## src/rtl/dtw_pkg.sv

```systemverilog
// Shared definitions for the DTW systolic datapath: cost width, the
// saturated cost value and the score tracker state encoding.
package dtw_pkg;

    // Cost width common to the PE array and the score tracker.
    localparam int COST_WIDTH = 16;

    // Saturated (all ones) cost; also the "nothing seen yet" best value.
    localparam logic [COST_WIDTH-1:0] COST_MAX = '1;

    // Score tracker states.
    typedef enum logic [1:0] {
        ST_IDLE = 2'd0,
        ST_RUN  = 2'd1,
        ST_HOLD = 2'd2
    } state_t;

endpackage

```

## src/rtl/dtw_score_tracker.sv

```systemverilog
// Minimum-cost tracker behind the last PE of the DTW row. Accepts one
// accumulated cost per reference position, keeps the running minimum and
// the earliest index where it occurs, and hands a single result record
// (cost, position, threshold match) to the read-until logic on a
// valid/ready handshake.
module dtw_score_tracker
    import dtw_pkg::*;
#(
    parameter int width     = COST_WIDTH,
    parameter int idx_width = 16
) (
    input  logic                 clk,
    input  logic                 rst,
    input  logic                 start,
    input  logic [idx_width-1:0] ref_len,
    input  logic [width-1:0]     threshold,
    input  logic                 in_valid,
    input  logic [width-1:0]     in_cost,
    output logic                 busy,
    output logic                 res_valid,
    input  logic                 res_ready,
    output logic [width-1:0]     res_cost,
    output logic [idx_width-1:0] res_pos,
    output logic                 res_match
);

    state_t state, state_next;

    logic [idx_width-1:0] len_q;
    logic [width-1:0]     thr_q;
    logic [idx_width-1:0] count;
    logic [width-1:0]     best_cost;
    logic [idx_width-1:0] best_pos;

    logic                 take;
    logic                 last;
    logic                 better;
    logic [width-1:0]     cand_cost;
    logic [idx_width-1:0] cand_pos;

    // State register.
    always_ff @(posedge clk) begin
        // NOTE: clocked state uses non-blocking assignments so every register
        // samples pre-edge values regardless of block evaluation order.
        if (rst) state <= ST_IDLE;
        else     state <= state_next;
    end

    // Next-state decode; start only counts in IDLE, inputs ignored in HOLD.
    always_comb begin
        // NOTE: default first so every path assigns state_next and no latch
        // is inferred.
        state_next = state;
        case (state)
            ST_IDLE: if (start)          state_next = (ref_len == '0) ? ST_HOLD : ST_RUN;
            ST_RUN:  if (take && last)   state_next = ST_HOLD;
            ST_HOLD: if (res_ready)      state_next = ST_IDLE;
            default:                     state_next = ST_IDLE;
        endcase
    end

    // Running-minimum candidate; strict compare keeps the earliest index on ties.
    always_comb begin
        take      = (state == ST_RUN) && in_valid;
        last      = (count == len_q - 1'b1);
        better    = (in_cost < best_cost);
        cand_cost = better ? in_cost : best_cost;
        cand_pos  = better ? count   : best_pos;
    end

    // Scan datapath and registered result outputs.
    always_ff @(posedge clk) begin
        if (rst) begin
            busy      <= 1'b0;
            res_valid <= 1'b0;
            res_cost  <= '0;
            res_pos   <= '0;
            res_match <= 1'b0;
            count     <= '0;
            len_q     <= '0;
            thr_q     <= '0;
            best_cost <= '1;
            best_pos  <= '0;
        end else begin
            busy      <= (state_next != ST_IDLE);
            res_valid <= (state_next == ST_HOLD);
            case (state)
                ST_IDLE: begin
                    if (start) begin
                        if (ref_len == '0) begin
                            // Empty scan: publish the "no match" record directly.
                            res_cost  <= '1;
                            res_pos   <= '0;
                            res_match <= 1'b0;
                        end else begin
                            len_q     <= ref_len;
                            thr_q     <= threshold;
                            best_cost <= '1;
                            best_pos  <= '0;
                            count     <= '0;
                        end
                    end
                end
                ST_RUN: begin
                    if (take) begin
                        best_cost <= cand_cost;
                        best_pos  <= cand_pos;
                        count     <= count + 1'b1;
                        if (last) begin
                            // Final sample is folded in before publishing.
                            res_cost  <= cand_cost;
                            res_pos   <= cand_pos;
                            res_match <= (cand_cost <= thr_q);
                        end
                    end
                end
                default: ;
            endcase
        end
    end

endmodule

```

## config.mk

```make
export PLATFORM = sky130hd
export DESIGN_NAME = dtw_score_tracker
export DESIGN_NICKNAME = d
export VERILOG_FILES = /design/src/rtl/dtw_pkg.sv /design/src/rtl/dtw_score_tracker.sv
export SDC_FILE = /design/constraint.sdc
export NUM_CORES = 1
export LEC_CHECK = 0
export CAP_MARGIN = 40
export CELL_PAD_IN_SITES_DETAIL_PLACEMENT = 1
export CELL_PAD_IN_SITES_GLOBAL_PLACEMENT = 2
export CORE_UTILIZATION = 33
export DETAILED_ROUTE_END_ITERATION = 8
export GPL_ROUTABILITY_DRIVEN = 0
export GPL_TIMING_DRIVEN = 0
export PLACE_DENSITY = 0.85
export SLEW_MARGIN = 0
export SYNTH_ARGS = -nofsm -noshare
export SYNTH_HDL_FRONTEND = slang
export SYNTH_SLANG_ARGS = --single-unit
```

## constraint.sdc

```tcl
create_clock -name clk -period 4.5 [get_ports clk]
set_clock_uncertainty 0.2 [all_clocks]
set_input_delay 0.45 -clock clk [delete_from_list [all_inputs] [get_ports clk]]
set_output_delay 0.45 -clock clk [all_outputs]
set_load 0.005 [all_outputs]
```

Word-level counts from Yosys, hierarchy flattened
Index checks and enable logic that the tools add are counted.

word-level totals
  word-level logic and storage cells = 66
  input bits = 53
  RAM bits = 0
  bits in registers = 117
  output and inout bits = 35
  memories kept = 0
  bits in latches = 0
  ROM bits = 0

operators by class
  bitwise operators = 1
  $mul = 0
  add/subtract/negate cells = 2
  mux-type cells = 32
  equality and inequality tests = 9
  shifts and indexed selects = 0
  reductions and logical operators = 9
  divide/modulo/power cells = 0
  magnitude comparators = 2

operator list
  cell                     count
  $mux W16                 17
  $pmux W16 S2             5
  $add A16 B1 Y16 const B  1
  $eq A16 B16 Y1           1
  $le A16 B16 Y1           1
  $logic_not A16 Y1        1
  $lt A16 B16 Y1           1
  $sub A16 B1 Y16 const B  1
  $ne A2 B2 Y1 const B     5
  $mux W2                  4
  $pmux W2 S3              1
  $reduce_and A5 Y1        1
  $eq A2 B2 Y1 const B     2
  $mux W1                  4
  $reduce_and A4 Y1        1
  $reduce_bool A2 Y1       2
  $reduce_and A3 Y1        1
  $eq A2 B1 Y1 const B     1
  $logic_and A1 B1 Y1      2
  $logic_not A2 Y1         1
  $pmux W1 S2              1
  $not A1 Y1               1

Depth between registers and ports, before layout
  depth after elaboration = 6
  gate-level depth with buffers = 17
  mapped depth without buffers = 15

Worst setup path after synthesis
OpenSTA, ideal clock, no wires.

  kind = input-to-reg
  from = in in_cost[11]
  to = reg res_match
  buffers on the path = 1
  arrival = 3545 ps
  stages = 15
  setup slack = 681 ps
  library setup time = 75 ps
  path through = ha_1 and4_1 a21oi_1 o221ai_1 a21oi_1 clkbuf_1 mux2_2 ha_1 a21oi_1 nor2_1 a2111oi_0 or3_1 o211a_1 o21ai_1 a31oi_1

on the way
  word-level cells in the longest chain between the ends = 6

ends and longest elaborated chain
  item                  line                      source
  from (decl)           dtw_score_tracker.sv:18   input logic [width-1:0] in_cost,
  $lt A16 B16 Y1        dtw_score_tracker.sv:66   better = (in_cost < best_cost);
  $mux W16 *            dtw_score_tracker.sv:67   cand_cost = better ? in_cost : best_cost;
  $le A16 B16 Y1 *      dtw_score_tracker.sv:113  res_match <= (cand_cost <= thr_q);
  $mux W1 *             dtw_score_tracker.sv:109  if (last) begin
  $mux W1 *             dtw_score_tracker.sv:105  if (take) begin
  $pmux W1 S2 *         dtw_score_tracker.sv:87   case (state)
  to (signal assigned)  dtw_score_tracker.sv:113
  to (decl)             dtw_score_tracker.sv:24   output logic res_match

Every way passes the cells marked *; elsewhere a longest branch is shown, timed or not. The select of a mux whose other input is x is not followed.
A chain may end at the register's enable or synchronous reset.

Final worst setup path
Ends and elaborated chain as after synthesis.

==> flow_summary.json <==
{
  "hold_viol": 0,
  "holdCritPathClass": "register to register",
  "ant_nets": 0,
  "cp-start-kind": "input pin",
  "cts.reportedPaths.clkPinSlew_ns": 0.06,
  "synth_fa_ha_area_share_pct": 6.49,
  "required_ns": 4.65,
  "r2r_slack_ns": 0.31,
  "p_leak_nw": 3.12,
  "cp.arrival_ns": 4.44,
  "r2r_cells": 16,
  "seq_area_frac_synth_pct": 36.8,
  "grt_first_pass_wirelength_um": 29800,
  "postSynthCellCount": 769,
  "rsz0062_at_grt": "no",
  "async_reset_ff_share_pct": 0,
  "worstMarginPinSlew_ns": 0.703,
  "ys_top_cells_by_area": "dfxtp_1 37%, ha_1 6.5%, nand2_1 6.3%, mux2_2 5.5%, inv_1 4.1%",
  "syn-mean-instance-area_um2": 8.28,
  "synth_top_family_by_area": "simple AND/OR/NAND/NOR gates",
  "crit_fanout": 10,
  "die_area_mm2": 0.0198,
  "synth_mux_area_share_pct": 5.96,
  "nNetsFinal": 959,
  "relSlewSlack_pct": 53.1,
  "die_x_um": 141,
  "crit_path_max_incr_delay_ns": 0.43,
  "diodes": 0,
  "synth_xor_xnor_area_share_pct": 3.99,
  "crit_type": "input pin to register",
  "portBuffers": 86,
  "clock_latency_ns": 0.42,
  "fin_area_mm2": 0.00824,
  "most-common-layout-cells": "117 x dfxtp_1, 106 x nand2_1, 86 x clkdlybuf4s50_1",
  "wire_per_inst_um": 16.1,
  "drive_above_1_share_pct": 10.9,
  "worstPathCellList": "clkdlybuf4s50_1 > ha_1 > and4_1 > a21oi_1 > o221ai_1 > a21oi_2 > clkbuf_2 > mux2_2 > ha_1 > a21oi_1 > nor2_1 > a2111oi_0 > or3_1 > o211a_1 > o21ai_1 > a31oi_1",
  "row_count": 50,
  "core_mm2": 0.0188,
  "yosys.area_share.simple_pct": 21.7,
  "die_h_um": 141,
  "r2r-start": "best_cost[10]$_SDFFE_PP1P_",
  "finalNonFillerCells": 1146,
  "syn2layout_area_growth_pct": 29.5,
  "critPathTopFamily": "compound AO/OA/AOI/OAI gates",
  "synth_ff_type": "dfxtp_1",
  "cts_root_buffer": "clkbuf_16",
  "max_freq_ghz": 0.233,
  "grt_usage_pct": 19.4,
  "endpoint_kind": "register",
  "finalSetupViolations": 0,
  "layout_commonest_cell": "dfxtp_1",
  "cts-htree-levels": 4,
  "synth_area_mm2": 0.00636,
  "firstDrtPassIters": 4,
  "vias": 5767,
  "synth_cell_types": 60,
  "grt_overflow_total": 0,
  "synth-edff-count": 0,
  "drv_slew": 0,
  "dp_hpwl_um": 13900,
  "numClockSinks": 117,
  "cp_slowest_cell": "clkdlybuf4s50_1",
  "timing.critical_path.depth": 16,
  "cellPowerDensity_mw_per_mm2": 368,
  "vias_per_cell": 5.03,
  "antenna_found_initial": 0,
  "finalCritPeriodShare_pct": 95.4,
  "dp_cells": 1115,
  "reg2reg_to": "res_match$_SDFFE_PP0P_",
  "synth_top_area_share_pct": 36.8,
  "synth_compound_area_share_pct": 17.3,
  "yosysWarnings": 0,
  "synth-seq-cells": 117,
  "grt_max_degree": 20,
  "hold_start": "thr_q[4]$_SDFFE_PP0P_",
  "initial_core_util_pct": 33.8,
  "routed_wl_um": 18400,
  "clk_path_buf_depth": 2,
  "layout_min_cycle_time_ns": 4.29,
  "yosysTopAreaCell": "dfxtp_1",
  "drc": 0,
  "synth_fp_nets": 855,
  "cts_tree": "built",
  "ioPinCount": 88,
  "outcome": "finished, final reports clean",
  "placed_cell_area_mm2": 0.00755,
  "drtIter0Drc": 209,
  "maxCapViolations": 0,
  "min_path_cells": 2,
  "cts_made_buffers": 17,
  "peakVddDrop_mv": 0.232,
  "ctsHoldBuffers": 0,
  "hold_end": "thr_q[4]$_SDFFE_PP0P_",
  "grt_pass1_vias": 5893,
  "cp_num_buf_inv": 2
}
[final cells by class]
class                   instances  area (µm²)
clock buffers                  18         439
multi-input cells             527        3530
fillers                      2223       10600
flip-flops and latches        117        2340
well taps                     260         325
plain buffers                  54         228
clock inverters                14         248
inverters                      70         263
repair buffers                 86         861
[worst reg2reg max path, cell delays in order (launching register included)]
cell	delay [ns]
dfxtp_1	0.36
inv_1	0.06
ha_1	0.30
and4_1	0.20
a21oi_1	0.15
o221ai_1	0.14
a21oi_2	0.36
clkbuf_2	0.36
mux2_2	0.43
ha_1	0.30
a21oi_1	0.16
nor2_1	0.06
a2111oi_0	0.38
or3_1	0.17
o211a_1	0.15
o21ai_1	0.14
a31oi_1	0.21
[layer usage]
metal | track usage, % | wire, µm
met5 | 0 | 0
met4 | 6.98 | 327
met3 | 3.91 | 515
met2 | 35.6 | 9350
met1 | 22.1 | 8210
[kinds of logic (layout without fill, tap and decap cells)]
logic type / Yosys count / count (layout)
and+or+nand+nor: 274 / 274
DFF: 117 / 117
muxes: 34 / 34
AOI/OAI and AO/OA: 157 / 157
buffers and inverters: 125 / 242
xor gates and xnor gates: 29 / 29
adders and majority gates: 33 / 33
[synth_stat cells, drive strengths merged (11+ instances only)]
cell / instances
inv: 70
buf: 12
a31oi: 22
xor2: 13
clkbuf: 43
a22oi: 16
nand4: 11
nor3: 11
ha: 33
nand3b: 18
o21ai: 13
xnor2: 16
mux2: 31
nand2: 106
a21oi: 45
a221oi: 18
nor4: 11
dfxtp: 117
nand2b: 23
o22ai: 16
nor2: 51
[power by group]
part           internal, mW  switching (mW)  leakage [nW]
Clock                  1.06           0.530         0.328
Sequential             1.06          0.0210         0.950
Combinational         0.158           0.204          1.84
Total                  2.28           0.755          3.12
[what timing repair did]
item	in CTS	in global routing
pin swaps	0	0
endpoints found under the setup margin	1	1
gates resized for setup	1	3
buffers inserted	0	0
[per-stage QoR]
step	power, mW	setup WS (ns)	util [%]	setup TNS (ns)	hold WS, ns
2_1_floorplan	1.33	0.681	-	0	0.236
3_3_place_gp	1.46	-0.703	40.1	-0.703	0.247
3_5_place_dp	1.47	-0.736	40.1	-0.736	0.251
4_1_cts	3.07	0.00239	43.7	0	0.265
5_1_grt	3.16	0.0254	43.8	0	0.279
6_report	3.03	0.207	43.8	0	0.257
[how the worst max path moves through the flow]
stage | startpoint | to | slack (ns)
after global placement | in_cost[11] | res_match$_SDFFE_PP0P_ | -0.70
after CTS | in_cost[11] | res_match$_SDFFE_PP0P_ | 0.002
after detailed placement | in_cost[11] | res_match$_SDFFE_PP0P_ | -0.74
after floorplan | in_cost[11] | res_match$_SDFFE_PP0P_ | 0.68
after global routing | in_cost[11] | res_match$_SDFFE_PP0P_ | 0.03
final | in_cost[11] | res_match$_SDFFE_PP0P_ | 0.21
[registers in the layout (all words and copies together), names as in the netlist]
signal	flops
len_q	16
state	2
count	16
best_pos	16
res_match	1
res_valid	1
busy	1
res_pos	16
res_cost	16
best_cost	16
thr_q	16
No activity file was read; power rests on OpenSTA's default activity.
